**src/rtl/apb_pkg.sv**
```systemverilog
// Shared types for the APB initiator: bus widths, FSM states, command bundle.
package apb_pkg;

    localparam int APB_ADDR_W = 8;
    localparam int APB_DATA_W = 21;

    typedef enum logic [1:0] {
        IDLE,
        SETUP,
        ACCESS
    } apb_state_e;

    typedef struct packed {
        logic                  write;
        logic [APB_ADDR_W-1:0] addr;
        logic [APB_DATA_W-1:0] wdata;
    } apb_cmd_t;

endpackage

```
**src/rtl/apb_cmd_buf.sv**
```systemverilog
// One-entry command holding register; push and pop are mutually exclusive.
module apb_cmd_buf
    import apb_pkg::*;
(
    input  logic     clk,
    input  logic     rst_n,
    input  logic     push,
    input  logic     pop,
    input  apb_cmd_t din,
    output logic     valid,
    output apb_cmd_t dout
);

    always_ff @(posedge clk or negedge rst_n) begin
        if (!rst_n) begin
            valid <= 1'b0;
            dout  <= '0;
        end else begin
            if (pop) begin
                valid <= 1'b0;
            end
            if (push) begin
                valid <= 1'b1;
                dout  <= din;
            end
        end
    end

endmodule

```
**src/rtl/apb_master.sv**
```systemverilog
// APB initiator: valid/ready commands to SETUP/ACCESS transfers, one-entry buffer.
// Optional ACCESS timeout abort enabled by defining APB_MASTER_TIMEOUT_EN.
module apb_master
    import apb_pkg::*;
#(
    parameter int ADDR_W  = APB_ADDR_W,
    parameter int DATA_W  = APB_DATA_W,
    parameter int TIMEOUT = 16
) (
    input  logic              PCLK,
    input  logic              PRESET,
    input  logic              cmd_valid,
    output logic              cmd_ready,
    input  logic              cmd_write,
    input  logic [ADDR_W-1:0] cmd_addr,
    input  logic [DATA_W-1:0] cmd_wdata,
    output logic              rsp_valid,
    output logic [DATA_W-1:0] rsp_rdata,
    output logic              rsp_err,
    output logic              PSEL,
    output logic              PENABLE,
    output logic [ADDR_W-1:0] PADDR,
    output logic              PWRITE,
    output logic [DATA_W-1:0] PWDATA,
    input  logic              PREADY,
    input  logic [DATA_W-1:0] PRDATA
);

    apb_state_e state;
    apb_cmd_t   apb_q;
    apb_cmd_t   in_cmd;
    apb_cmd_t   buf_cmd;
    apb_cmd_t   nxt_cmd;
    logic       buf_valid;
    logic       fire;
    logic       tmo;
    logic       done;
    logic       take;
    logic       nxt_ok;
    logic       push;
    logic       pop;

    assign cmd_ready = !buf_valid;
    assign fire      = cmd_valid && cmd_ready;

    always_comb begin
        in_cmd       = '0;
        in_cmd.write = cmd_write;
        in_cmd.addr  = cmd_addr;
        in_cmd.wdata = cmd_wdata;
    end

    // Completion frees the bus this cycle, so a new command skips the buffer
    assign done   = (state == ACCESS) && (PREADY || tmo);
    assign take   = (state == IDLE) || done;
    assign nxt_ok = buf_valid || fire;
    assign nxt_cmd = buf_valid ? buf_cmd : in_cmd;
    assign pop    = buf_valid && take;
    assign push   = fire && !take;

    apb_cmd_buf u_buf (
        .clk   (PCLK),
        .rst_n (PRESET),
        .push  (push),
        .pop   (pop),
        .din   (in_cmd),
        .valid (buf_valid),
        .dout  (buf_cmd)
    );

    assign PADDR  = apb_q.addr;
    assign PWRITE = apb_q.write;
    assign PWDATA = apb_q.wdata;

`ifdef APB_MASTER_TIMEOUT_EN
    localparam int CNT_W = $clog2(TIMEOUT + 1);

    logic [CNT_W-1:0] wcnt;
    logic             err_q;

    assign tmo     = (state == ACCESS) && !PREADY
                     && (wcnt == CNT_W'(TIMEOUT - 1));
    assign rsp_err = err_q;

    always_ff @(posedge PCLK or negedge PRESET) begin
        if (!PRESET) begin
            wcnt  <= '0;
            err_q <= 1'b0;
        end else begin
            err_q <= tmo;
            if (state == SETUP) begin
                wcnt <= '0;
            end else if (state == ACCESS && !PREADY) begin
                wcnt <= wcnt + 1'b1;
            end
        end
    end
`else
    assign tmo     = 1'b0;
    assign rsp_err = 1'b0;
`endif

    always_ff @(posedge PCLK or negedge PRESET) begin
        if (!PRESET) begin
            state     <= IDLE;
            apb_q     <= '0;
            PSEL      <= 1'b0;
            PENABLE   <= 1'b0;
            rsp_valid <= 1'b0;
            rsp_rdata <= '0;
        end else begin
            rsp_valid <= done;
            unique case (state)
                IDLE: begin
                    if (nxt_ok) begin
                        apb_q <= nxt_cmd;
                        PSEL  <= 1'b1;
                        state <= SETUP;
                    end
                end
                SETUP: begin
                    PENABLE <= 1'b1;
                    state   <= ACCESS;
                end
                ACCESS: begin
                    if (done) begin
                        // Aborted transfers and writes report zero data
                        rsp_rdata <= (apb_q.write || !PREADY) ? '0 : PRDATA;
                        PENABLE   <= 1'b0;
                        if (nxt_ok) begin
                            apb_q <= nxt_cmd;
                            state <= SETUP;
                        end else begin
                            PSEL  <= 1'b0;
                            state <= IDLE;
                        end
                    end
                end
                default: begin
                    PSEL    <= 1'b0;
                    PENABLE <= 1'b0;
                    state   <= IDLE;
                end
            endcase
        end
    end

endmodule

```
**config.mk**
```make
export PLATFORM = sky130hd
export DESIGN_NAME = apb_master
export DESIGN_NICKNAME = d
export VERILOG_FILES = /design/src/rtl/apb_pkg.sv /design/src/rtl/apb_cmd_buf.sv /design/src/rtl/apb_master.sv
export SDC_FILE = /design/constraint.sdc
export NUM_CORES = 1
export LEC_CHECK = 0
export ABC_AREA = 1
export BUFFER_PORTS_ARGS = -buffer_cell sky130_fd_sc_hd__buf_2
export CAP_MARGIN = 20
export CORE_MARGIN = 2
export CORE_UTILIZATION = 45
export DETAILED_ROUTE_END_ITERATION = 8
export PLACE_DENSITY = 0.71
export SLEW_MARGIN = 30
export SYNTH_ARGS = -nofsm -noshare
export SYNTH_HDL_FRONTEND = slang
export SYNTH_SLANG_ARGS = --single-unit
```
**constraint.sdc**
```tcl
create_clock -name PCLK -period 1.4 [get_ports PCLK]
set_clock_uncertainty 0.05 [all_clocks]
set_input_delay 0.14 -clock PCLK [delete_from_list [all_inputs] [get_ports PCLK]]
set_output_delay 0.14 -clock PCLK [all_outputs]
set_load 0.02 [all_outputs]
```
Yosys cells after proc, flatten, opt, wreduce, memory -nomap -nowiden
Index checks and enable logic that the tools add are counted.
Widths: inputs -> output; s select.

word-level totals
  bits in registers = 87
  output and inout bits = 56
  logic and storage cells = 54

cells by class
  equal/unequal tests = 5
  muxes and demuxes = 17
  bitwise logic cells = 2
  reduce and logical (&&, ||, !) cells = 18

operator list
  kind                number
  $mux 30             3
  $pmux 30 s2         1
  $mux 21             1
  $reduce_and 2->1    4
  $mux 1              7
  $ne 2x2->1 const B  3
  $pmux 1 s3          2
  $pmux 2 s3          1
  $logic_and 1x1->1   4
  $mux 2              2
  $reduce_and 4->1    1
  $reduce_bool 2->1   2
  $logic_not 1->1     3
  $logic_or 1x1->1    3
  $eq 2x1->1 const B  1
  $eq 2x2->1 const B  1
  $logic_not 2->1     1
  $not 1->1           2

Logic depth before layout (Yosys ltp)
Gate-level depths: netlist (run 1).

  depth after elaboration = 6
  gate-level depth with buffers = 7
  depth with buffers taken out = 5

By module
From an unflattened synthesis (run 1), not the netlist that was laid out.

second synthesis, totals
  cell total of the unflattened synthesis = 481
  area total of the unflattened synthesis = 3833.7 um^2

modules (own cells, without submodules)
  module       times used  cells an instance  area each (um^2)
  apb_master   1           350                2675.1
  apb_cmd_buf  1           131                1158.6

Worst setup path before layout (run 1)
No wires, ideal clock.

  kind = flip-flop to flip-flop
  start = reg u_buf.valid
  end = reg u_buf.dout[28] (netlist bit)
  setup time = 116 ps
  arrival time = 1053 ps
  required time = 1234 ps
  path slack = 181 ps
  stages on the path, launching flop included = 7
  path buffers = 2
  cell sequence = dfrtp_1 -> buf_2 -> nor2_1 -> nand3_2 -> buf_6 -> nand2_1 -> nand2_1

between the ends
  word-level cells in the longest chain between the ends = 3

ends and longest elaborated chain
  what                    line               source
  start, declared         apb_cmd_buf.sv:10  output logic valid,
  start signal, assigned  apb_cmd_buf.sv:16  valid <= 1'b0;
  start signal, assigned  apb_cmd_buf.sv:20  valid <= 1'b0;
  start signal, assigned  apb_cmd_buf.sv:23  valid <= 1'b1;
  $logic_not 1->1         apb_master.sv:43   assign cmd_ready = !buf_valid;
  $logic_and 1x1->1       apb_master.sv:44   assign fire = cmd_valid && cmd_ready;
  $logic_and 1x1->1       apb_master.sv:59   assign push = fire && !take;
  end signal, assigned    apb_cmd_buf.sv:24  dout <= din;
  end, declared           apb_cmd_buf.sv:11  output apb_cmd_t dout

Every way passes these cells.
A chain may end at the register's enable or synchronous reset.

Worst setup path in the final report (run 1)
  start = reg u_buf.valid
  end = out cmd_ready

between the ends
  word-level cells in the longest chain between the ends = 1

ends and longest elaborated chain
  what             line              source
  $logic_not 1->1  apb_master.sv:43
  end, declared    apb_master.sv:13  output logic cmd_ready,

Every way passes these cells.

==> results of run 1 <==
cell type report:
| type | instances | area, µm² | share of cell area |
|---|---|---|---|
| clock buffers | 9 | 124 | 0.0233 |
| clock inverters | 7 | 80.1 | 0.0150 |
| inverters | 6 | 22.5 | 0.00423 |
| multi-input cells | 354 | 1470 | 0.275 |
| flip-flops and latches | 87 | 2180 | 0.409 |
| well taps | 105 | 131 | 0.0247 |
| repair buffers | 184 | 1330 | 0.249 |
flip-flops by register name, indices dropped and copies added (netlist names):
signal,cells
u_buf.valid,1
PWRITE,1
state,2
PSEL,1
PWDATA,21
PENABLE,1
rsp_valid,1
u_buf.dout,30
rsp_rdata,21
PADDR,8
worst min-delay path, stage by stage:
cell	delay, ns
buf_2	0.12
nor2_2	0.06
a21oi_1	0.12
synthesized netlist by cell type:
master      n
clkbuf_4    3
nand2_1   278
a21oi_1     1
nand2_2     1
nand3_2     1
dfrtp_1    87
inv_2       2
nor2_4      1
nand3_4     1
nor2_2      2
conb_1      1
buf_4       6
nand3b_4    1
o21ai_2     1
nand3_1    60
buf_6       6
buf_2      13
inv_1       4
o21ai_0     1
clkbuf_1    2
nor2_1      5
path summary, 6_finish.rpt:
kind	startpoint	end	slack (ns)	cells after the start
worst max-delay path	u_buf.valid$_DFFE_PN0P_	cmd_ready	0.05	3
worst min-delay path	cmd_valid	u_buf.valid$_DFFE_PN0P_	0.1	3
worst max register to register	state[0]$_DFFE_PN0P_	rsp_rdata[3]$_DFFE_PN0P_	0.10	6
worst min register to register	PWDATA[9]$_DFFE_PN0P_	PWDATA[9]$_DFFE_PN0P_	0.42	2
max in group asynchronous	PRESET	state[0]$_DFFE_PN0P_	0.57	3
min in group asynchronous	PRESET	PWDATA[2]$_DFFE_PN0P_	0.23	2
power breakdown:
part / total [W] / internal (W) / switching, W
combinational: 0.00540 / 0.00196 / 0.00344
sequential: 0.00429 / 0.00365 / 0.000634
clock: 0.00178 / 0.000843 / 0.000936
total: 0.0115 / 0.00646 / 0.00501
per-layer routing:
layer / up-vias / GRT usage
met3: 10 / 0.0535
met4: 0 / 0.0693
met1: 1678 / 0.290
met2: 118 / 0.363
met5: - / 0
li1: 1805 / -
repair_timing:
action | 4_1_cts | 5_1_grt
endpoints found under the hold margin | 79 | 0
pin swaps | 0 | 1
setup buffers | 1 | 1
resized for setup | 4 | 4
hold buffers | 52 | 0
gates cloned | 0 | 0
endpoints found under the setup margin | 1 | 44
logic make-up after synthesis:
logic type | count (synthesis) | share of synthesized area
other | 1 | 0.000969
buffers and inverters | 36 | 0.0595
AND/OR/NAND/NOR | 350 | 0.372
flip-flops | 87 | 0.563
AO/OA/AOI/OAI | 3 | 0.00485
metrics by stage:
step	power [W]	area [µm²]	setup slack (ns)	cells
global placement	0.00935	4560	0.0481	682
global route	0.0124	5330	0.00638	752
CTS	0.0115	5310	0.0258	751
floorplan	0.00783	3870	0.181	477
detailed placement	0.00952	4560	0.0164	682
finish	0.0115	5330	0.0537	752
==> flow_metrics.tcl, run 1 <==
set metrics [dict create \
    cts_buffers 9 \
    cts_tree "built" \
    vias_per_cell 4.80 \
    vias 3611 \
    cp_num_buf_inv 3 \
    final_common_cell "nand2_1" \
    place_congestion 0.783 \
    ys_seq_area_frac 0.563 \
    core-area_um2 8260 \
    synth_seq_cells 87 \
    postSynthAreaPerCell_um2 8.11 \
    first_global_vias 3588 \
    worstPathMaxFanout 6 \
    drcViolationCount 0 \
    critical_path_class "reg -> out" \
    overflow 0 \
    worst_setup_path_end_kind "primary output" \
    antenna_found_initial 0 \
    die_area_um2 9360 \
    dr.max_layer_used "met4" \
    grt_pass1_wl_mm 16.9 \
    dr_wl_met2_mm 4.79 \
    netlist_instances 477 \
    crit_family "flip-flops" \
    final_cell_mix "nand2_1, buf_2, dfrtp_1" \
    synth_nets 532 \
    wl_met1_mm 4.35 \
    ir_drop_mv 1.12 \
    drt_wl_total_mm 9.87 \
    finalSetupTns_ns 0 \
    hp-class "in -> reg" \
    rsz0062_at_grt "no" \
    dr.pass1.iters 4 \
    cp.arrival_ns 1.16 \
    cts.clk_slew.worst_paths_ns 0.08 \
    yosysUniqueCellTypes 21 \
    cellPowerDensity_nw_per_um2 2150 \
    die_x_um 96.7 \
    groute.usage.overall 0.221 \
    die_h_um 96.7 \
    ys_warn_count 0 \
    path_cells "inv_1 > buf_8 > buf_4" \
    met3_length_um 608 \
    min_period_over_period 0.962 \
    finalHoldViolCount 0 \
    ant_nets 0 \
    cts_buffer_depth 2 \
    rows 33 \
    wl_per_cell_um 13.1 \
    drive_gt1_frac 0.249 \
    fin_util 0.645 \
    drtIter0Drc 148 \
    fill_cells 713 \
    setup_viol 0 \
    syn_area_um2 3870 \
    fmax_ghz 0.743 \
    numClockSinks 87 \
    cts-root-buf "clkbuf_8" \
    start_kind "register" \
    slew_viol_final 0 \
    nNetsFinal 697 \
    hold_ws_ns 0.0956 \
    yosysTopAreaCell "dfrtp_1" \
    start_util 0.469 \
    area_delta_synth_final_pct 37.7 \
    clk_latency_ns 0.35 \
    grt_max_degree 32 \
    p_leak_nw 3.04 \
    critPathSlowestCell "dfrtp_2" \
    hpwl_mm 6.53 \
    min_period_ns 1.35 \
    ios 111 \
    diodes 0 \
    cts_max_level 3 \
    critPathMaxStageDelay_ns 0.45 \
    status "complete, no violations" \
    maxCapViolCount 0 \
    synthTopCellsByArea "dfrtp_1, nand2_1, nand3_1, buf_6, buf_2" \
    portBuffers 109 \
    cp.required_ns 1.21 \
    yosysTopAreaCellShare 0.563 \
]
Note: power is estimated with default switching activity, not from simulation.
==> run 2, diff against run 1 <==
Clock period 1.4 ns to 1.5 ns, I/O delays scaled along.
==> flow_metrics.tcl, run 2 (synthesis results as in run 1) <==
set metrics [dict create \
    status "complete, no violations" \
    grt_use_met3 0.0405 \
    first_global_vias 3383 \
    drcViolationCount 0 \
    ir_drop_mv 1.30 \
    drive_gt1_frac 0.245 \
    multi_input_area_um2 1470 \
    postLayoutSetupSlackWorst_ns 0.0610 \
    drt_wl_total_mm 9.65 \
    min_period_over_period 0.959 \
    fmax_ghz 0.695 \
    worstPathMaxFanout 19 \
    use_met2 0.356 \
    antenna_found_initial 0 \
    hold_end "u_buf.dout[12]$_DFFE_PN0P_" \
    core-area_um2 8260 \
    dpl_worst_slack_ns 0.127 \
    path_cells "inv_1 > buf_6 > buf_2" \
    groute.usage.overall 0.214 \
    area_delta_synth_final_pct 34.1 \
    reg2reg_slack_ns 0.12 \
    vias 3519 \
    fill_cells 714 \
    rows 33 \
    reg2reg_to "u_buf.dout[27]$_DFFE_PN0P_" \
    grt_pass1_wl_mm 16.2 \
    cts.clk_slew.worst_paths_ns 0.08 \
    p_leak_nw 2.98 \
    worst_setup_path_end_kind "primary output" \
    numClockSinks 87 \
    die_h_um 96.7 \
    cts-root-buf "clkbuf_8" \
    ant_nets 0 \
    clk_latency_ns 0.35 \
    grtUsageMet1 0.284 \
    start_kind "register" \
    nNetsFinal 683 \
    critPathMaxStageDelay_ns 0.42 \
    setup_viol 0 \
    largest_reg_flops 30 \
    seq_area_um2 2180 \
    rsz0062_at_grt "no" \
    cp.arrival_ns 1.24 \
    drtIter0Drc 163 \
    start_util 0.469 \
    critical_path_class "reg -> out" \
    ios 111 \
    final_area_um2 5190 \
    grt_max_degree 32 \
    hpwl_mm 6.52 \
    hp-class "in -> reg" \
    regMostFlops "u_buf.dout" \
    die_x_um 96.7 \
    post_cts_buffers 0 \
    place_congestion 0.798 \
    final_cell_mix "nand2_1, buf_2, dfrtp_1" \
    portBuffers 109 \
    cts_buffer_depth 2 \
    finalSetupTns_ns 0 \
    crit_path_start "u_buf.valid$_DFFE_PN0P_" \
    r2r_start "u_buf.valid$_DFFE_PN0P_" \
    vias_per_cell 4.77 \
    min_period_ns 1.44 \
    diodes 0 \
    cts_max_level 3 \
    cts_tree "built" \
    overflow 0 \
    wl_per_cell_um 13.1 \
    slew_viol_final 0 \
    cellPowerDensity_nw_per_um2 2040 \
    dr.pass1.iters 4 \
    rr_worst_depth 6 \
    holdCritStartpoint "cmd_wdata[12]" \
    cts_buffers 9 \
    fin_util 0.628 \
    hold_path_depth 3 \
    cp.required_ns 1.30 \
    critPathSlowestCell "dfrtp_1" \
    final_common_cell "nand2_1" \
    finalHoldViolCount 0 \
    maxCapViolCount 0 \
    die_area_um2 9360 \
    grt_busiest_layer "met2" \
    postPlaceCellArea_um2 4560 \
]
run 2: cell count changes in the layout (fill, tap and decap cells not counted), sizes merged:
cell         before  now
clkinv            2    1
inv               8    9
buf             132  128
dlygate4sd3      52   42
run 2: stage by stage:
stage          cells  power [W]  hold WS, ns
3_5_place_dp     680    0.00887       0.0685
3_3_place_gp     680    0.00872       0.0626
5_1_grt          738     0.0114      0.00694
4_1_cts          738     0.0106     0.000415
6_report         738     0.0106      0.00785
2_1_floorplan    477    0.00731       -0.196
run 2: cell type report:
cell class                 instances  area share
timing repair buffer             170       0.229
clock inverter                     7      0.0154
clock buffer                       9      0.0239
tap                              105      0.0253
inverter                           6     0.00434
multi-input combinational        354       0.282
sequential                        87       0.419
run 2: worst max-delay path by stage:
stage                                       to  slack [ns]  cells after the start
finish                               cmd_ready        0.06                      3
global route                         cmd_ready        0.02                      3
CTS                                  cmd_ready       0.003                      3
detailed placement  u_buf.dout[27]$_DFFE_PN0P_        0.13                      6
global placement    u_buf.dout[22]$_DFFE_PN0P_        0.18                      6
floorplan           u_buf.dout[28]$_DFFE_PN0P_        0.28                      6
run 2: what timing repair did:
item,CTS,global route
hold endpoints to repair,70,0
resized for setup,0,1
hold buffers,42,0
endpoints found under the setup margin,0,1
run 2: worst max-delay path: cells and delay by family (launching register included):
family	cells	cell delay, ns
buf+inv	3	0.47
flops	1	0.42
run 2: report_power, final:
| group | switching, W | internal [W] |
|---|---|---|
| clock network | 0.000874 | 0.000790 |
| registers | 0.000576 | 0.00341 |
| logic | 0.00318 | 0.00174 |
run 2: metal layers:
layer | share of wire | vias to the layer above
li1 | - | 1784
met1 | 0.43 | 1615
met2 | 0.50 | 114
met3 | 0.062 | 6
met4 | 0.0088 | 0
met5 | 0 | -
